[config.mk]
export PLATFORM = sky130hd
export DESIGN_NAME = mul_div_controller
export DESIGN_NICKNAME = d
export VERILOG_FILES = /design/src/rtl/mul_div_controller.sv
export SDC_FILE = /design/constraint.sdc
export NUM_CORES = 1
export LEC_CHECK = 0
export ABC_AREA = 1
export CORE_AREA = 2 2 166 168
export CTS_CLUSTER_SIZE = 12
export DETAILED_ROUTE_END_ITERATION = 8
export DIE_AREA = 0 0 168 170
export PLACE_DENSITY = 0.67
export SYNTH_ARGS = -nofsm -noshare
export SYNTH_HDL_FRONTEND = slang
export SYNTH_SLANG_ARGS = --single-unit
[constraint.sdc]
create_clock -name clock -period 2.8 [get_ports clock]
set_input_delay 0.56 -clock clock [delete_from_list [all_inputs] [get_ports clock]]
set_output_delay 0.56 -clock clock [all_outputs]
set_load 0.02 [all_outputs]
[src/rtl/mul_div_controller.sv]
// HI/LO controller for MIPS-style multiply/divide: drives an external multiplier and
// divider, stalls EX while an operation is in flight and owns the HI/LO registers.
//
// state     | meaning
// ----------+-------------------------------------------------------------
// IDLE      | nothing in flight; a valid, unflushed request is accepted
// MUL_WAIT  | counting down the multiplier latency
// DIV_ISSUE | presenting operands to the divider until it takes them
// DIV_WAIT  | divider busy; waiting for its result strobe
// DIV_DRAIN | flushed divide still inside the divider; its result is dropped
module mul_div_controller #(
    parameter int CPU_DATA_WIDTH   = 32,
    parameter int MULTIPLY_LATENCY = 2
) (
    input  logic                          clock,
    input  logic                          reset_n,
    input  logic                          request_valid,
    input  logic                          request_is_divide,
    input  logic                          request_signed,
    input  logic [CPU_DATA_WIDTH-1:0]     request_source1,
    input  logic [CPU_DATA_WIDTH-1:0]     request_source2,
    input  logic                          flush,
    input  logic                          high_low_write,
    input  logic                          write_high,
    input  logic                          write_low,
    input  logic [CPU_DATA_WIDTH-1:0]     write_value,
    output logic                          stall,
    output logic [CPU_DATA_WIDTH-1:0]     high_value,
    output logic [CPU_DATA_WIDTH-1:0]     low_value,
    output logic [CPU_DATA_WIDTH-1:0]     multiply_source1,
    output logic [CPU_DATA_WIDTH-1:0]     multiply_source2,
    output logic                          multiply_signed,
    input  logic [2*CPU_DATA_WIDTH-1:0]   multiply_product,
    output logic                          divide_request_valid,
    input  logic                          divide_request_ready,
    output logic [CPU_DATA_WIDTH-1:0]     divide_dividend,
    output logic [CPU_DATA_WIDTH-1:0]     divide_divisor,
    output logic                          divide_signed,
    input  logic                          divide_result_valid,
    input  logic [CPU_DATA_WIDTH-1:0]     divide_quotient,
    input  logic [CPU_DATA_WIDTH-1:0]     divide_remainder
);

    localparam int W = CPU_DATA_WIDTH;
    localparam logic [2:0] LAT_LOAD = 3'(MULTIPLY_LATENCY);

    typedef enum logic [2:0] {
        IDLE      = 3'd0,
        MUL_WAIT  = 3'd1,
        DIV_ISSUE = 3'd2,
        DIV_WAIT  = 3'd3,
        DIV_DRAIN = 3'd4
    } state_t;

    state_t         state_q, state_d;
    logic [2:0]     count_q, count_d;
    logic [W-1:0]   hi_q, hi_d;
    logic [W-1:0]   lo_q, lo_d;
    logic [W-1:0]   mul_src1_q, mul_src2_q;
    logic           mul_signed_q;
    logic [W-1:0]   div_dividend_q, div_divisor_q;
    logic           div_signed_q;

    logic           accept;
    logic           mul_done;
    logic           div_done;

    assign accept   = (state_q == IDLE) && request_valid && !flush;
    assign mul_done = (state_q == MUL_WAIT) && (count_q == 3'd1);
    assign div_done = (state_q == DIV_WAIT) && divide_result_valid;

    always_ff @(posedge clock) begin
        if (!reset_n) begin
            state_q <= IDLE;
        end else begin
            state_q <= state_d;
        end
    end

    always_comb begin
        state_d = state_q;
        case (state_q)
            IDLE: begin
                if (accept) begin
                    state_d = request_is_divide ? DIV_ISSUE : MUL_WAIT;
                end
            end
            MUL_WAIT: begin
                if (flush || mul_done) begin
                    state_d = IDLE;
                end
            end
            DIV_ISSUE: begin
                // once the divider has the operands a flush must wait for its result
                if (divide_request_ready) begin
                    state_d = flush ? DIV_DRAIN : DIV_WAIT;
                end else if (flush) begin
                    state_d = IDLE;
                end
            end
            DIV_WAIT: begin
                if (divide_result_valid) begin
                    state_d = IDLE;
                end else if (flush) begin
                    state_d = DIV_DRAIN;
                end
            end
            DIV_DRAIN: begin
                if (divide_result_valid) begin
                    state_d = IDLE;
                end
            end
            default: state_d = IDLE;
        endcase
    end

    always_comb begin
        stall                = 1'b0;
        divide_request_valid = 1'b0;
        case (state_q)
            IDLE:      stall = request_valid && !flush;
            MUL_WAIT:  stall = !mul_done;
            DIV_ISSUE: begin
                stall                = 1'b1;
                divide_request_valid = 1'b1;
            end
            DIV_WAIT:  stall = !divide_result_valid;
            DIV_DRAIN: stall = request_valid;
            default: begin
                stall                = 1'b0;
                divide_request_valid = 1'b0;
            end
        endcase
    end

    always_comb begin
        count_d = count_q;
        if (accept && !request_is_divide) begin
            count_d = LAT_LOAD;
        end else if (state_q == MUL_WAIT) begin
            count_d = flush ? 3'd0 : count_q - 3'd1;
        end
    end

    // completion results override a coincident MTHI/MTLO; a flush suppresses both
    always_comb begin
        hi_d = hi_q;
        lo_d = lo_q;
        if (high_low_write && !flush) begin
            if (write_high) begin
                hi_d = write_value;
            end
            if (write_low) begin
                lo_d = write_value;
            end
        end
        if (mul_done && !flush) begin
            lo_d = multiply_product[W-1:0];
            hi_d = multiply_product[2*W-1:W];
        end else if (div_done && !flush) begin
            lo_d = divide_quotient;
            hi_d = divide_remainder;
        end
    end

    always_ff @(posedge clock) begin
        if (!reset_n) begin
            count_q        <= 3'd0;
            hi_q           <= '0;
            lo_q           <= '0;
            mul_src1_q     <= '0;
            mul_src2_q     <= '0;
            mul_signed_q   <= 1'b0;
            div_dividend_q <= '0;
            div_divisor_q  <= '0;
            div_signed_q   <= 1'b0;
        end else begin
            count_q <= count_d;
            hi_q    <= hi_d;
            lo_q    <= lo_d;
            if (accept && !request_is_divide) begin
                mul_src1_q   <= request_source1;
                mul_src2_q   <= request_source2;
                mul_signed_q <= request_signed;
            end
            if (accept && request_is_divide) begin
                div_dividend_q <= request_source1;
                div_divisor_q  <= request_source2;
                div_signed_q   <= request_signed;
            end
        end
    end

    assign high_value       = hi_q;
    assign low_value        = lo_q;
    assign multiply_source1 = mul_src1_q;
    assign multiply_source2 = mul_src2_q;
    assign multiply_signed  = mul_signed_q;
    assign divide_dividend  = div_dividend_q;
    assign divide_divisor   = div_divisor_q;
    assign divide_signed    = div_signed_q;

endmodule

==> out/results.tsv <==
metric	value	unit
slowest_stage	dfxtp_1	
dr_total_vias	9776	
placed_cell_area	13300	µm²
rows	60	
tightest_slew	0.644	ns
insertion_delay	0.43	ns
die_w	168	µm
ctsHoldBuffers	0	
drive_gt1_share	4.58	%
synth_top_family_by_area	simple AND/OR/NAND/NOR gates	
worst_ep_arrival_time	2.07	ns
relSlewSlack	57.0	%
initial_core_util	32.7	%
core_area	26700	µm²
finalHoldViolCount	0	
drv_slew	0	
rsz0062_at_grt	false	
p_leak	0.00574	µW
hpwl	25600	µm
grt_usage	23.8	%
synth_xor_xnor_area_share	0.101	%
syn_area_per_cell	6.66	µm²
htreeDepth	4	
cts_resized	0	
critical_path.max_stage_delay	0.59	ns
clkTransAtPathRegs	0.09	ns
yosysWarnings	0	
ios	431	
path_delay_family	buffers and inverters	
port_buffers	430	
grt_overflow	0	
drtIter0Drc	648	
post-place-ws	0.252	ns
crit_type	register to output port	
syn_nets	1545	
grt_pass1_vias	9270	
clock-root-buffer	clkbuf_16	
num-fill-cells	2632	
drcViolationCount	0	
finalSetupViolations	0	
synth_adder_area_share	0.287	%
syn_to_final_growth	60.5	%
grt_pass1_wl	52900	µm
clockBufferDepth	2	
layout.nets	1928	
required	2.24	ns
whs	0.486	ns
start_kind	register	
ant_nets	0	
numCtsBuffers	17	
synth_area	8710	µm²
avgViaCountPerCell	4.78	
wl_per_cell	17.2	µm
max_freq	380	MHz
cp_max_fo	7	
ys_seq_area_share	45.9	%
skew	0.0129	ns
yosys.area_share.simple	35.8	%
finalInstanceArea	14000	µm²
max_cap_violations	0	
crit_buf_inv	2	
wl	35200	µm
finalCriticalPeriod	2.63	ns
ir_drop	387	µV
hp-class	register to register	
syn_inst	1308	
clock-sinks	200	
cts_tree	built	
grt_max_degree	66	
ys_ff_latch	200	
die_area	28600	µm²
postCtsSetupBuffers	0	
first_pass_iters	5	
worst_slack	0.168	ns
period_share	94.0	%
gp_congestion	0.902	
synth_cell_types	24	
critPathCaptureType	output port	
synthMuxAreaShare	0	%
finalSetupTns	0	ns
status	finished, final reports clean	
cp_cell_sequence	inv_2 > nand2_1 > nor2_4 > nor2_1 > nand4_1 > clkdlybuf4s50_1	
cellPowerDensity	637	nW/µm²
antenna_found_initial	2	
synth_compound_area_share	11.7	%
die_height	170	µm
flip-flops by register name (all words and copies together) (netlist names):
signal and cells:
multiply_source1 32, divide_divisor 32, multiply_source2 32, divide_signed 1
multiply_signed 1, low_value 32, divide_dividend 32, state_q 3
high_value 32, count_q 3
worst paths after layout:
| kind | start | to | slack, ns | depth (start not counted) |
|---|---|---|---|---|
| worst min register to register | multiply_signed | multiply_signed | 0.49 | 2 |
| worst min-delay path | multiply_signed | multiply_signed | 0.49 | 2 |
| worst max register to register | state_q[1] | high_value[28] | 0.74 | 11 |
| worst max-delay path | state_q[2] | stall | 0.17 | 6 |
routing by layer:
metal | part of all wire (%) | up-vias | routed length (µm) | track usage, %
met5 | 0 | - | 0 | 0
met1 | 40 | 4430 | 14200 | 27.8
met3 | 8.1 | 56 | 2840 | 6.53
met4 | 3.5 | 0 | 1250 | 10.4
li1 | - | 4908 | - | -
met2 | 48 | 382 | 16900 | 40.7
report_power, final:
group,switching [µW],internal (µW),leakage [µW]
clock,1390,1340,0.000313
combinational,1510,1270,0.00380
sequential,217,3190,0.00163
area by class of cell:
class	count	area, µm²	share of cell area [%]
Antenna cell	2	5.00	0.0358
Timing Repair Buffer	456	4650	33.2
Clock buffer	17	425	3.04
Inverter	18	67.6	0.483
Sequential cell	200	4000	28.6
Multi-Input combinational cell	998	4190	29.9
Tap cell	341	427	3.05
Clock inverter	15	225	1.61
Yosys cell counts:
cell type / count / area (µm²)
buf_1: 3 / 11.3
a21oi_1: 4 / 20.0
nor2_4: 1 / 11.3
nor2_2: 2 / 12.5
nand2_2: 3 / 18.8
nand3_1: 75 / 375
o21ai_0: 114 / 571
buf_4: 20 / 150
nand3_2: 3 / 30.0
inv_2: 8 / 30.0
nand2_1: 305 / 1140
inv_1: 10 / 37.5
nand4_1: 1 / 6.26
ha_1: 2 / 25.0
a21boi_1: 1 / 7.51
o21ai_1: 82 / 410
nor3_4: 1 / 16.3
xor2_1: 1 / 8.76
o211ai_1: 1 / 7.51
nor2_1: 401 / 1510
clkbuf_1: 33 / 124
dfxtp_1: 200 / 4000
buf_2: 36 / 180
o21a_1: 1 / 7.51
tightest hold or removal path, cell delays in order, from the launching register on:
cell	delay [ns]
dfxtp_1	0.33
nor2_1	0.05
nor2_1	0.08
kinds of logic after synthesis:
family	after synthesis
xor+xnor	1
buf+inv	110
flops	200
simple gates	792
compound gates	203
fa+ha+maj	2
cells in the final DEF, fill, tap and decap left out, types with 4 or more instances in the layout:
cell and count:
o21ai_0 114, nand2_1 305, inv_1 10, o21ai_1 82
a21oi_1 4, clkdlybuf4s50_1 429, nand3_1 75, buf_4 15
nor2_1 400, clkbuf_16 17, inv_12 5, dfxtp_1 200
inv_2 8, buf_12 12, clkinv_8 4
stage by stage:
step | utilization [%] | instances | total power [µW]
floorplan | - | 1308 | 4880
global placement | 50.0 | 2013 | 6220
detailed placement | 50.0 | 2013 | 6250
CTS | 52.5 | 2045 | 9000
global route | 52.5 | 2047 | 9370
finish | 52.5 | 2047 | 8920
No activity file was read; power rests on OpenSTA's default activity.
==> RTL change: new RTL, same flow settings <==
Register the input `divide_quotient` before use, with the module's reset. The logic sees it one clock later. The other inputs are not delayed to match.
--- a/src/rtl/mul_div_controller.sv
+++ b/src/rtl/mul_div_controller.sv
@@ -52,6 +52,16 @@
         DIV_DRAIN = 3'd4
     } state_t;
 
+    logic [CPU_DATA_WIDTH-1:0] divide_quotient_q;
+
+    always_ff @(posedge clock) begin
+        if (!reset_n) begin
+            divide_quotient_q <= '0;
+        end else begin
+            divide_quotient_q <= divide_quotient;
+        end
+    end
+
     state_t         state_q, state_d;
     logic [2:0]     count_q, count_d;
     logic [W-1:0]   hi_q, hi_d;
@@ -158,7 +168,7 @@
             lo_d = multiply_product[W-1:0];
             hi_d = multiply_product[2*W-1:W];
         end else if (div_done && !flush) begin
-            lo_d = divide_quotient;
+            lo_d = divide_quotient_q;
             hi_d = divide_remainder;
         end
     end
Function: changed (a bounded check fails within 4 cycles, from zero or initial values and one cycle with reset_n low).
==> RTL change against the original RTL <==
  * Total power up 14%
  * Design area grew 7.4%
  * First-iteration DRC count grew 9.9%
  * Critical path depth unchanged
  * Synthesized area is 9.9% higher
  * Die area stayed put
  * Sequential cell count grew 32
  * Routed wire length fell by 1.1%
  * Setup slack worse by 0.0083 ns
  * Combinational power up 4%
  * Clock skew increased by 0.0047 ns
  * Critical path type unchanged
==> RTL change: results (changes against the original RTL) <==
| Metric | Value |
|---|---|
| Pin count of the biggest net entering global routing | `97 (was 66)` |
| Fraction of area in multi-input gates | `28.6% (was 29.9%)` |
| Initial antenna violation count | `5 (was 2)` |
| Run status | `finished, final reports clean (unchanged)` |
| Pwr/cell area | `679 nW/µm² (was 637 nW/µm²)` |
| Relative area of clock buffers and inverters in the final design | `5.64% (was 4.65%)` |
| Max VDD drop | `407 µV (was 387 µV)` |
| Gpl congestion | `0.877 (was 0.902)` |
| Portion of the post-synthesis area used by sequential elements | `48.5% (was 45.9%)` |
| Post-synth top cells | `nor2_1 (399), nand2_1 (335), dfxtp_1 (232), o21ai_0 (115), o21ai_1 (82) (was nor2_1 (401), nand2_1 (305), dfxtp_1 (200), o21ai_0 (114), o21ai_1 (82))` |
| Area contributors post-synth | `dfxtp_1 (48%), nor2_1 (16%), nand2_1 (13%) (was dfxtp_1 (46%), nor2_1 (17%), nand2_1 (13%))` |
| Total length of routed met3 wires | `3.31 mm (was 2.84 mm)` |
| Number of buffers added by the clock tree synthesis step | `26 (was 17)` |
| Worst reg-to-reg setup slack | `0.82 ns (was 0.74 ns)` |
| Number of distinct standard cells referenced by the synthesized netlist | `21 (was 24)` |
| Overall routing resource usage | `23.2% (was 23.8%)` |
| Synthesized-area fraction occupied by ao, oa, aoi and oai cells | `10.6% (was 11.7%)` |
| Share of post-route cells with drive strength above 1 | `4.65% (was 4.58%)` |
| Static leakage power | `6.41 nW (was 5.74 nW)` |
| Drt first-iter violations | `712 (was 648)` |
| Placed inst area | `14200 µm² (was 13300 µm²)` |
| CTS H-tree lvls | `1 (was 4)` |
| Routed via count | `10355 (was 9776)` |
| Max Clock Skew | `0.0175 ns (was 0.0129 ns)` |
| Vias in the first global route | `9729 (was 9270)` |
| Detailed-routing iteration count for the pre-antenna-repair pass | `4 (was 5)` |
| ANT cells | `5 (was 2)` |
| Largest incremental delay on the critical path | `0.56 ns (was 0.59 ns)` |
| Register area | `4650 µm² (was 4000 µm²)` |
| Drt wl/cell | `16.2 µm (was 17.2 µm)` |
| Final critical path time including I/O delays and setup | `2.64 ns (was 2.63 ns)` |
| Max clock buf depth | `3 (was 2)` |
| Non-clk buf share | `30.7% (was 33.2%)` |
## RTL change: cell types whose count changed after synthesis, sizes merged, moves of 2 or more
cell    unedited run  this run
clkbuf            33        35
dfxtp            200       232
inv               18        51
nand2            308       337
nand3             78        80
nor2             404       402
nor3               1         3
## RTL change: what timing repair did
action / 4_1_cts / 5_1_grt
buffers inserted: 0 / 0
setup endpoints to repair: 0 / 1
resized for setup: 0 / 1
## RTL change: report_power, final
part	internal, W	switching (W)
combinational	0.00130	0.00159
clock	0.00207	0.00135
sequential	0.00368	0.000207
total	0.00705	0.00315
## RTL change: worst min-delay path, delay by kind of cell, from the launching register on
| family | cells | cell delay [ns] |
|---|---|---|
| DFF | 1 | 0.32 |
| and+or+nand+nor | 2 | 0.12 |
## RTL change: path summary, 6_finish.rpt
check,start,to,cells after the start
min reg2reg,multiply_source1[15],multiply_source1[15],2
min,multiply_source1[15],multiply_source1[15],2
max,state_q[2],stall,6
max reg2reg,state_q[2],high_value[21],8
